--- config.mk ---
export PLATFORM = sky130hd
export DESIGN_NAME = lfsr_rng_arbiter
export DESIGN_NICKNAME = d
export VERILOG_FILES = /design/src/rtl/lfsr_rng_arbiter.sv
export SDC_FILE = /design/constraint.sdc
export NUM_CORES = 1
export LEC_CHECK = 0
export ABC_AREA = 1
export CAP_MARGIN = 30
export CORE_ASPECT_RATIO = 0.7
export CORE_UTILIZATION = 45
export CTS_BUF_LIST = sky130_fd_sc_hd__clkbuf_8
export DETAILED_ROUTE_END_ITERATION = 8
export GPL_ROUTABILITY_DRIVEN = 0
export PLACE_DENSITY = 0.68
export SLEW_MARGIN = 5
export SYNTH_ARGS = -nofsm -noshare
export SYNTH_HDL_FRONTEND = slang
export SYNTH_SLANG_ARGS = --single-unit
--- constraint.sdc ---
create_clock -name clk -period 2.6 [get_ports clk]
set_input_delay 0.78 -clock clk [delete_from_list [all_inputs] [get_ports clk]]
set_output_delay 0.78 -clock clk [all_outputs]
set_load 0.01 [all_outputs]
--- src/rtl/lfsr_rng_arbiter.sv ---
// Round-robin grant of sampled words from one shared 16-bit LFSR engine.
// The engine is stepped through a warm-up after reset and a fixed stride after every grant.
module lfsr_rng_arbiter #(
    parameter int NUM_REQ        = 4,
    parameter int WARMUP_CYCLES  = 16,
    parameter int STEPS_PER_WORD = 16
) (
    input  logic               clk,
    input  logic               reset_n,
    input  logic [NUM_REQ-1:0] req,
    output logic [NUM_REQ-1:0] gnt,
    output logic               rnd_valid,
    output logic [15:0]        rnd_data,
    output logic               lfsr_en,
    input  logic [15:0]        lfsr_q,
    output logic               busy,
    output logic [15:0]        served_cnt
);

    localparam int PW = (NUM_REQ > 1) ? $clog2(NUM_REQ) : 1;

    typedef enum logic [1:0] {
        S_WARMUP = 2'd0,
        S_READY  = 2'd1,
        S_STEP   = 2'd2
    } state_t;

    state_t             r_state;
    logic [31:0]        r_cnt;
    logic [PW-1:0]      r_ptr;
    logic [NUM_REQ-1:0] r_gnt;
    logic               r_rnd_valid;
    logic [15:0]        r_rnd_data;
    logic [15:0]        r_served_cnt;

    logic               w_found;
    logic [PW-1:0]      w_win;
    logic [PW-1:0]      w_ptr_nxt;
    logic [NUM_REQ-1:0] w_onehot;

    // Rotating priority search starting at r_ptr; index wraps without a modulo operator.
    always_comb begin
        w_found = 1'b0;
        w_win   = '0;
        for (int i = 0; i < NUM_REQ; i++) begin
            int idx;
            idx = int'(r_ptr) + i;
            if (idx >= NUM_REQ) idx = idx - NUM_REQ;
            if (!w_found && req[idx]) begin
                w_found = 1'b1;
                w_win   = PW'(idx);
            end
        end
    end

    assign w_ptr_nxt = (int'(w_win) == NUM_REQ - 1) ? '0 : w_win + PW'(1);
    assign w_onehot  = NUM_REQ'(1) << w_win;

    always_ff @(posedge clk or negedge reset_n) begin
        if (!reset_n) begin
            r_state      <= S_WARMUP;
            r_cnt        <= '0;
            r_ptr        <= '0;
            r_gnt        <= '0;
            r_rnd_valid  <= 1'b0;
            r_rnd_data   <= 16'h0000;
            r_served_cnt <= 16'h0000;
        end else begin
            // Grant pulse lives for exactly the first STEP cycle.
            r_gnt       <= '0;
            r_rnd_valid <= 1'b0;
            case (r_state)
                S_WARMUP: begin
                    if (r_cnt == 32'(WARMUP_CYCLES - 1)) begin
                        r_state <= S_READY;
                        r_cnt   <= '0;
                    end else begin
                        r_cnt <= r_cnt + 32'd1;
                    end
                end
                S_READY: begin
                    if (w_found) begin
                        r_gnt        <= w_onehot;
                        r_rnd_valid  <= 1'b1;
                        r_rnd_data   <= lfsr_q;
                        r_ptr        <= w_ptr_nxt;
                        r_served_cnt <= r_served_cnt + 16'd1;
                        r_state      <= S_STEP;
                        r_cnt        <= '0;
                    end
                end
                S_STEP: begin
                    if (r_cnt == 32'(STEPS_PER_WORD - 1)) begin
                        r_state <= S_READY;
                        r_cnt   <= '0;
                    end else begin
                        r_cnt <= r_cnt + 32'd1;
                    end
                end
                default: begin
                    r_state <= S_WARMUP;
                    r_cnt   <= '0;
                end
            endcase
        end
    end

    assign lfsr_en    = (r_state == S_WARMUP) || (r_state == S_STEP);
    assign busy       = lfsr_en;
    assign gnt        = r_gnt;
    assign rnd_valid  = r_rnd_valid;
    assign rnd_data   = r_rnd_data;
    assign served_cnt = r_served_cnt;

endmodule

## Word level (Yosys, flattened, before mapping)

Index checks and enable logic that the tools add are counted.

| storage, ports and cells | value |
|---|---|
| input bits | 22 |
| register bits | 73 |
| logic and storage cells | 78 |
| output and inout port bits | 39 |

| cells by class | value |
|---|---|
| reductions and logical operators | 11 |
| add/subtract/negate cells | 10 |
| $lt $le $gt $ge | 8 |
| shifts and indexed selects | 1 |
| mux-type cells | 35 |
| equal/unequal tests | 6 |

Operators with widths:

| kind | number |
|---|---|
| 32-bit two-way mux | 6 |
| 32-bit by 4-bit less-than comparator with 1-bit output, second input constant | 4 |
| 32-bit one-hot mux with 2 select lines | 1 |
| 32-bit by 1-bit adder with 32-bit output, second input constant | 1 |
| 32-bit by 4-bit == test with 1-bit output, second input constant | 1 |
| 16-bit by 1-bit adder with 16-bit output, second input constant | 1 |
| 1-bit two-way mux | 14 |
| 2-bit two-way mux | 7 |
| 3-bit by 3-bit subtractor with 4-bit output, second input constant | 3 |
| 3-bit >= comparator, second input constant | 3 |
| 1-bit binary-select mux with 2-bit select | 4 |
| 4-bit two-way mux | 2 |
| 2-bit by 2-bit adder with 3-bit output, second input constant | 2 |
| 2-bit by 1-bit == test with 1-bit output, second input constant | 2 |
| 2-bit one-hot mux with 2 select lines | 1 |
| 2-bit AND reduction | 2 |
| 1-bit by 2-bit << shifter with 4-bit output, first input constant | 1 |
| 2-bit by 3-bit subtractor with 4-bit output, second input constant | 1 |
| 2-bit by 1-bit adder with 3-bit output, second input constant | 1 |
| 2-bit by 3-bit >= comparator with 1-bit output, second input constant | 1 |
| 1-bit logical AND | 3 |
| 1-bit zero test | 3 |
| 2-bit by 1-bit adder with 2-bit output, second input constant | 1 |
| 2-bit == test, second input constant | 1 |
| 5 further kinds | 5 |

## Logic depth before layout (Yosys ltp)

Gate-level depths: netlist of the first run.

| logic depth | value |
|---|---|
| word-level depth | 18 |
| depth in mapped cells | 14 |
| depth with buffers taken out | 14 |

## Least setup slack after synthesis of the first run

No wires, ideal clock.

| timing | value |
|---|---|
| path type | input-to-reg |
| start | input req[1] |
| end | register r_ptr[1] |
| arrival | 2.041 ns |
| data required time | 2.483 ns |
| path buffers | 1 |
| path slack | 0.442 ns |
| cell stages on the path | 14 |
| library setup time | 0.117 ns |
| cells stage by stage | inv_1 > nand2_1 > nand2_1 > inv_1 > nand2_1 > nand2_1 > nor2_2 > nand3_2 > buf_6 > nand3_1 > inv_1 > ha_1 > nand3_1 > nand2_1 |

| on the way | value |
|---|---|
| longest elaborated chain between the ends | 15 |
| elaborated cells on any way between the ends | 30 |
| those cells by class | 1 x add/sub; 1 x eq/ne; 21 x mux; 7 x reduce/logical |

RTL lines:

| what | line | RTL |
|---|---|---|
| start, declared | 10 | `input logic [NUM_REQ-1:0] req,` |
| 1-bit binary-select mux with 2-bit select | 49 | `if (!w_found && req[idx]) begin` |
| 1-bit two-way mux (implied by the code) (2 in series) | 49 |  |
| 1-bit two-way mux | 49 |  |
| 1-bit zero test | 49 |  |
| 1-bit logical AND | 49 |  |
| 1-bit two-way mux | 49 |  |
| 1-bit zero test | 49 |  |
| 1-bit logical AND | 49 |  |
| 1-bit two-way mux | 49 |  |
| 1-bit zero test | 49 |  |
| 1-bit logical AND | 49 |  |
| 2-bit two-way mux * | 49 |  |
| 2-bit by 1-bit adder with 2-bit output / 2-bit by 1-bit == test with 1-bit output (equally long branches) | 56 | `assign w_ptr_nxt = (int'(w_win) == NUM_REQ - 1) ? '0 : w_win + PW'(1);` |
| 2-bit two-way mux * | 56 |  |
| via w_ptr_nxt[1] | 38 | `logic [PW-1:0] w_ptr_nxt;` |
| end signal, assigned | 86 | `r_ptr <= w_ptr_nxt;` |
| end, declared | 30 | `logic [PW-1:0] r_ptr;` |

Mark *: on every way through the listed nets, which the timed path passes. The rest lies on a longest branch. The select of a mux whose other input is x is not followed.
A chain may end at the register's enable or synchronous reset.

## Worst setup path after layout of the first run

Ends and elaborated chain as after synthesis.

==> flow_metrics.py, run 1 <==
metrics = {
    "floorplanning": {
        "die_y_um": 85.1,
        "std_cell_rows": 29,
        "core_area_um2": 9330,
        "dieArea_um2": 10300,
        "initial_utilization": 0.476,
        "die_x_um": 121,
        "pin_count": 61,
    },
    "worst_setup_path": {
        "crit_arrival_ps": 2500,
        "timing.critical_path.mode_cell": "nand2_1",
        "cp.required_ps": 2850,
        "critPathMaxStageDelay_ps": 410,
        "end_kind": "flop",
        "path_class": "in -> reg",
        "start_kind": "input port",
        "path_max_fanout": 3,
        "crit_path_cell_trace": "clkdlybuf4s50_1 > inv_1 > nand2_1 > nand2_1 > inv_1 > nand2_1 > nand2_1 > nor2_2 > nand3_2 > nand3_1 > inv_1 > ha_1 > nand3_1 > nand2_1",
        "cp_slowest_cell": "clkdlybuf4s50_1",
    },
    "cts": {
        "numCtsBuffers": 9,
        "clk_pin_slew_worst_paths_ps": 80,
        "cts-hold-fix-buffers": 0,
        "root_buffer": "clkbuf_8",
        "clockBufferDepth": 2,
        "postCtsResizedCells": 0,
        "cts_tree": "yes",
        "cts_max_level": 3,
        "cts.sinks": 73,
        "worstSkewPairLatency_ps": 360,
        "cts_setup_buffers": 0,
    },
    "synthesis": {
        "synth-seq-cells": 73,
        "avgSynthCellArea_um2": 6.77,
        "yosys-top-cells-area": "dfrtp_1 41%, nand2_1 23%, nand3_1 11%, nor2_1 5.6%, inv_1 4.9%",
        "synth_cell_type_count": 22,
        "synth_edf_count": 0,
        "yosys-top-cells-count": "271 x nand2_1, 94 x nand3_1, 73 x dfrtp_1, 66 x nor2_1, 58 x inv_1",
        "synthArstFlopShare": 1.00,
        "synth_ff_type": "dfrtp_1",
        "synth_cells": 656,
        "synth.top_cell.area_share": 0.411,
        "yosys_warnings": 0,
        "synth_area_um2": 4440,
        "syn-num-nets": 684,
        "post-synth-top-count-cell": "nand2_1",
        "synth_top_area_cell": "dfrtp_1",
        "yosysSeqAreaShare": 0.411,
    },
    "route": {
        "drt_iter0_drc": 311,
        "antenna_left": 0,
        "wirelength_um": 11200,
        "wl_per_cell_um": 13.2,
        "drc_errors": 0,
        "viasPerCell": 5.15,
        "via_count": 4360,
        "first_pass_iters": 5,
    },
    "sta": {
        "fin_crit_sh": 0.863,
        "worst_pin_slew_ps": 550,
        "fin_ws_ps": 355,
        "max_freq_mhz": 446,
        "setup_viol": 0,
        "fin_tns_setup_ps": 0,
        "fin_skew_ps": 13.6,
        "relSlewSlack": 0.631,
        "rsz0062_at_grt": "false",
        "period_needed_ps": 2240,
        "drv_slew": 0,
        "hold_viol": 0,
    },
    "power_and_ir_drop": {
        "power_density_nw_per_um2": 776,
        "total_power_mw": 4.15,
        "total_leakage_power_nw": 2.58,
        "ir_drop_mv": 0.432,
    },
    "global_route": {
        "antenna_found_initial": 0,
        "grt-ovfl-total": 0,
        "track_usage": 0.234,
        "grt_pass1_vias": 3979,
        "grt_pass1_wl_um": 19000,
        "grt_max_degree": 45,
    },
    "finish": {
        "area_growth_pct": 20.5,
        "drive_gt1_frac": 0.0582,
        "fin_cells": 846,
        "diodes": 0,
        "layout.nets": 745,
        "finalInstanceArea_um2": 5350,
    },
    "place": {
        "place_inst": 830,
        "postPlaceCellArea_um2": 5150,
        "pre_cts_slack_ps": -11.7,
        "hpwl_um": 8140,
        "port_buffers": 60,
    },
    "job": {
        "cap_violations": 0,
    },
    "min_path": {
        "hp-class": "in -> async",
    },
    "outcome": {
        "outcome": "finished clean",
    },
}
## critical path, delay by kind of cell
kind,cells,cell delay [ps]
adder cells (fa/ha/maj),1,290
buffers and inverters,4,630
AND/OR/NAND/NOR,9,790
## routing by layer
layer | share of wire | GRT usage | routed length [um] | vias up
met5 | 0 | 0 | 0 | -
met4 | 0.0090 | 0.0629 | 101 | 0
met3 | 0.085 | 0.0585 | 949 | 11
met2 | 0.42 | 0.345 | 4650 | 165
met1 | 0.49 | 0.341 | 5500 | 1998
li1 | - | - | - | 2186
## flip-flops by register name, summed over array words and instances (netlist names)
name and flops:
r_cnt 32, rnd_data 16, served_cnt 16, gnt 4, r_ptr 2, r_state 2
rnd_valid 1
## power by group
part	switching [mW]	internal, mW	total (mW)
Combinational	0.938	0.718	1.66
Sequential	0.213	1.37	1.58
Clock	0.445	0.470	0.915
## worst paths after layout
check | from | endpoint | slack [ps] | depth (start not counted)
setup / recovery | req[1] | r_ptr[1]$_DFFE_PN0P_ | 360 | 14
hold / removal | reset_n | served_cnt[6]$_DFFE_PN0P_ | 350 | 1
setup reg to reg | r_ptr[0]$_DFFE_PN0P_ | r_ptr[1]$_DFFE_PN0P_ | 520 | 13
hold reg to reg | rnd_data[15]$_DFFE_PN0P_ | rnd_data[15]$_DFFE_PN0P_ | 480 | 2
max in group asynchronous | reset_n | rnd_data[6]$_DFFE_PN0P_ | 1680 | 2
min in group clk | rnd_data[15]$_DFFE_PN0P_ | rnd_data[15]$_DFFE_PN0P_ | 480 | 2
## cells by family after synthesis
family / synth area share
adders and majority gates: 0.0169
buffers and inverters: 0.0828
xor gates and xnor gates: 0.0237
DFF: 0.411
AOI/OAI and AO/OA: 0.00930
and+or+nand+nor: 0.456
## cells in the final DEF (no fill, tap or decap)
| cell | count |
|---|---|
| a21oi_1 | 1 |
| buf_12 | 2 |
| buf_4 | 8 |
| bufinv_16 | 1 |
| clkbuf_8 | 10 |
| clkdlybuf4s50_1 | 59 |
| clkinv_2 | 1 |
| clkinv_4 | 2 |
| clkinvlp_4 | 2 |
| dfrtp_1 | 73 |
| ha_1 | 6 |
| inv_1 | 58 |
| inv_2 | 3 |
| nand2_1 | 271 |
| nand2_8 | 1 |
| nand3_1 | 94 |
| nand3_2 | 1 |
| nand3b_1 | 3 |
| nand4_1 | 14 |
| nor2_1 | 66 |
| nor2_2 | 3 |
| nor3_1 | 16 |
| o21ai_0 | 4 |
| o21ai_1 | 2 |
| o22ai_1 | 1 |
| or2_2 | 8 |
| xor2_1 | 12 |
## cell type report
cell class / count / area [um^2]
Fill cell: 887 / 3970
Multi-Input combinational cell: 503 / 2250
Sequential cell: 73 / 1830
Timing Repair Buffer: 69 / 691
Inverter: 61 / 229
Tap cell: 124 / 155
Clock buffer: 10 / 138
Clock inverter: 6 / 67.6
## per-stage QoR
step,utilization,hold slack (ps)
6_report,0.574,346
5_1_grt,0.574,370
4_1_cts,0.574,349
3_5_place_dp,0.552,459
3_3_place_gp,0.552,454
2_1_floorplan,-,464
No activity file was read; power rests on OpenSTA's default activity.
==> run 2, diff against run 1 <==
Settings changed: CTS_BUF_LIST sky130_fd_sc_hd__clkbuf_8 to sky130_fd_sc_hd__clkbuf_16.
==> run 2 against run 1 <==
Non-clock buffer count stayed put. Final cell count did not move. Register-to-register slack hardly changed. Die area stayed put. Clock-buffer cell count down 1. Clock power up 34%. Setup slack got worse by 23 ps. First-iteration DRC count increased by 25%. Critical path type unchanged. Critical path depth is the same. Routed wire length grew 0.34%. Fmax fell by 1.0%. Combinational power is essentially flat.
==> flow_metrics.py, run 2 (synthesis gave the netlist of run 1 again) <==
metrics = {
    "finish": {
        "regArea_um2": 1830,
        "diodes": 0,
        "area_growth_pct": 22.6,
        "n_fill_cell": 869,
        "layout.nets": 745,
        "largest_register_ff_count": 32,
        "multi_input_area_um2": 2250,
        "final_common_cell": "nand2_1",
        "drive_gt1_frac": 0.0568,
        "regMostFlops": "r_cnt",
        "final_cell_mix": "271 x nand2_1, 94 x nand3_1, 73 x dfrtp_1",
    },
    "route": {
        "wirelength_um": 11200,
        "via_count": 4428,
        "first_pass_iters": 7,
        "drt_iter0_drc": 388,
        "antenna_left": 0,
        "viasPerCell": 5.23,
        "wl_per_cell_um": 13.3,
        "drc_errors": 0,
    },
    "cts": {
        "postCtsResizedCells": 0,
        "clockBufferDepth": 2,
        "cts-hold-fix-buffers": 0,
        "root_buffer": "clkbuf_16",
        "cts_tree": "yes",
        "cts.sinks": 73,
        "cts_setup_buffers": 0,
        "worstSkewPairLatency_ps": 350,
        "clk_pin_slew_worst_paths_ps": 60,
        "numCtsBuffers": 9,
        "cts_max_level": 3,
    },
    "worst_setup_path": {
        "start_kind": "input port",
        "path_max_fanout": 3,
        "cp_slowest_cell": "clkdlybuf4s50_1",
        "timing.critical_path.mode_cell": "nand2_1",
        "path_class": "in -> reg",
        "crit_arrival_ps": 2500,
        "end_kind": "flop",
        "critPathMaxStageDelay_ps": 410,
        "path_buf_inv": 4,
        "critical-path-top-delay-family": "simple AND/OR/NAND/NOR gates",
        "cp.required_ps": 2830,
        "crit_path_cell_trace": "clkdlybuf4s50_1 > inv_1 > nand2_1 > nand2_1 > inv_1 > nand2_1 > nand2_1 > nor2_2 > nand3_2 > nand3_1 > inv_1 > ha_1 > nand3_1 > nand2_1",
    },
    "sta": {
        "fin_crit_sh": 0.872,
        "fin_ws_ps": 332,
        "fin_skew_ps": 11.2,
        "period_needed_ps": 2270,
        "max_freq_mhz": 441,
        "setup_viol": 0,
        "drv_slew": 0,
        "rsz0062_at_grt": "false",
        "worst_pin_slew_ps": 533,
        "relSlewSlack": 0.642,
        "hold_viol": 0,
    },
    "outcome": {
        "outcome": "finished clean",
    },
    "global_route": {
        "grt.met2_usage": 0.345,
        "antenna_found_initial": 0,
        "track_usage": 0.235,
        "grt-ovfl-total": 0,
        "grt_pass1_wl_um": 19000,
        "top_usage_layer": "met2",
        "grt_use_met1": 0.342,
        "grt_max_degree": 45,
        "grt_pass1_vias": 3969,
        "gr-usage-met3": 0.0733,
    },
    "power_and_ir_drop": {
        "total_leakage_power_nw": 2.62,
        "power_density_nw_per_um2": 823,
        "ir_drop_mv": 0.442,
        "total_power_mw": 4.48,
    },
    "job": {
        "cap_violations": 0,
    },
    "floorplanning": {
        "core_area_um2": 9330,
        "dieArea_um2": 10300,
        "die_x_um": 121,
        "initial_utilization": 0.476,
        "die_y_um": 85.1,
        "std_cell_rows": 29,
        "pin_count": 61,
    },
    "place": {
        "hpwl_um": 8140,
        "pre_cts_slack_ps": -11.7,
        "port_buffers": 60,
    },
    "min_path": {
        "hp-class": "in -> async",
    },
}
## run 2: changes by cell type in the layout (fill, tap and decap cells not counted)
| cell | delta |
|---|---|
| clkbuf_16 | +9 |
| clkinv_1 | +1 |
| clkbuf_8 | -10 |
## run 2: worst register-to-register path: stages (launching register included)
cell     delay, ps
dfrtp_1        490
inv_1          230
nand2_1         70
nand2_1        100
inv_1           70
nand2_1         70
nand2_1         60
nor2_2         130
nand3_2        110
nand3_1        140
inv_1           80
ha_1           290
nand3_1         80
nand2_1         50
## run 2: layout make-up
class / instances / area share
well taps: 124 / 0.0285
clock inverters: 7 / 0.0131
inverters: 61 / 0.0421
clock buffers: 9 / 0.0414
flip-flops and latches: 73 / 0.336
repair buffers: 69 / 0.127
multi-input cells: 503 / 0.413
## run 2: per-layer routing
metal	share of wire	vias to the layer above
li1	-	2197
met1	0.48	2041
met2	0.42	182
met3	0.099	8
met4	0.0049	0
met5	0	-
## run 2: worst paths after layout
path	startpoint	endpoint	slack, ps	cells past startpoint
worst max-delay path	req[1]	r_ptr[1]$_DFFE_PN0P_	330	14
worst min-delay path	reset_n	served_cnt[6]$_DFFE_PN0P_	370	1
worst max register to register	r_ptr[0]$_DFFE_PN0P_	r_ptr[1]$_DFFE_PN0P_	510	13
worst min register to register	rnd_data[15]$_DFFE_PN0P_	rnd_data[15]$_DFFE_PN0P_	470	2
max in group asynchronous	reset_n	rnd_data[6]$_DFFE_PN0P_	1670	2
min in group clk	rnd_data[15]$_DFFE_PN0P_	rnd_data[15]$_DFFE_PN0P_	470	2
## run 2: power by group
group / switching, mW / total, mW / internal, mW
sequential: 0.215 / 1.59 / 1.37
clock: 0.494 / 1.23 / 0.740
combinational: 0.942 / 1.66 / 0.718
## run 2: stage by stage
step,hold WS [ps],cell area [um^2],std cells,util,TNS (ps)
after floorplan,464,4440,656,-,0
after global placement,454,5150,830,0.552,0
after detailed placement,459,5150,830,0.552,-11.7
after CTS,381,5440,846,0.584,0
after global routing,398,5440,846,0.584,0
final,365,5440,846,0.584,0
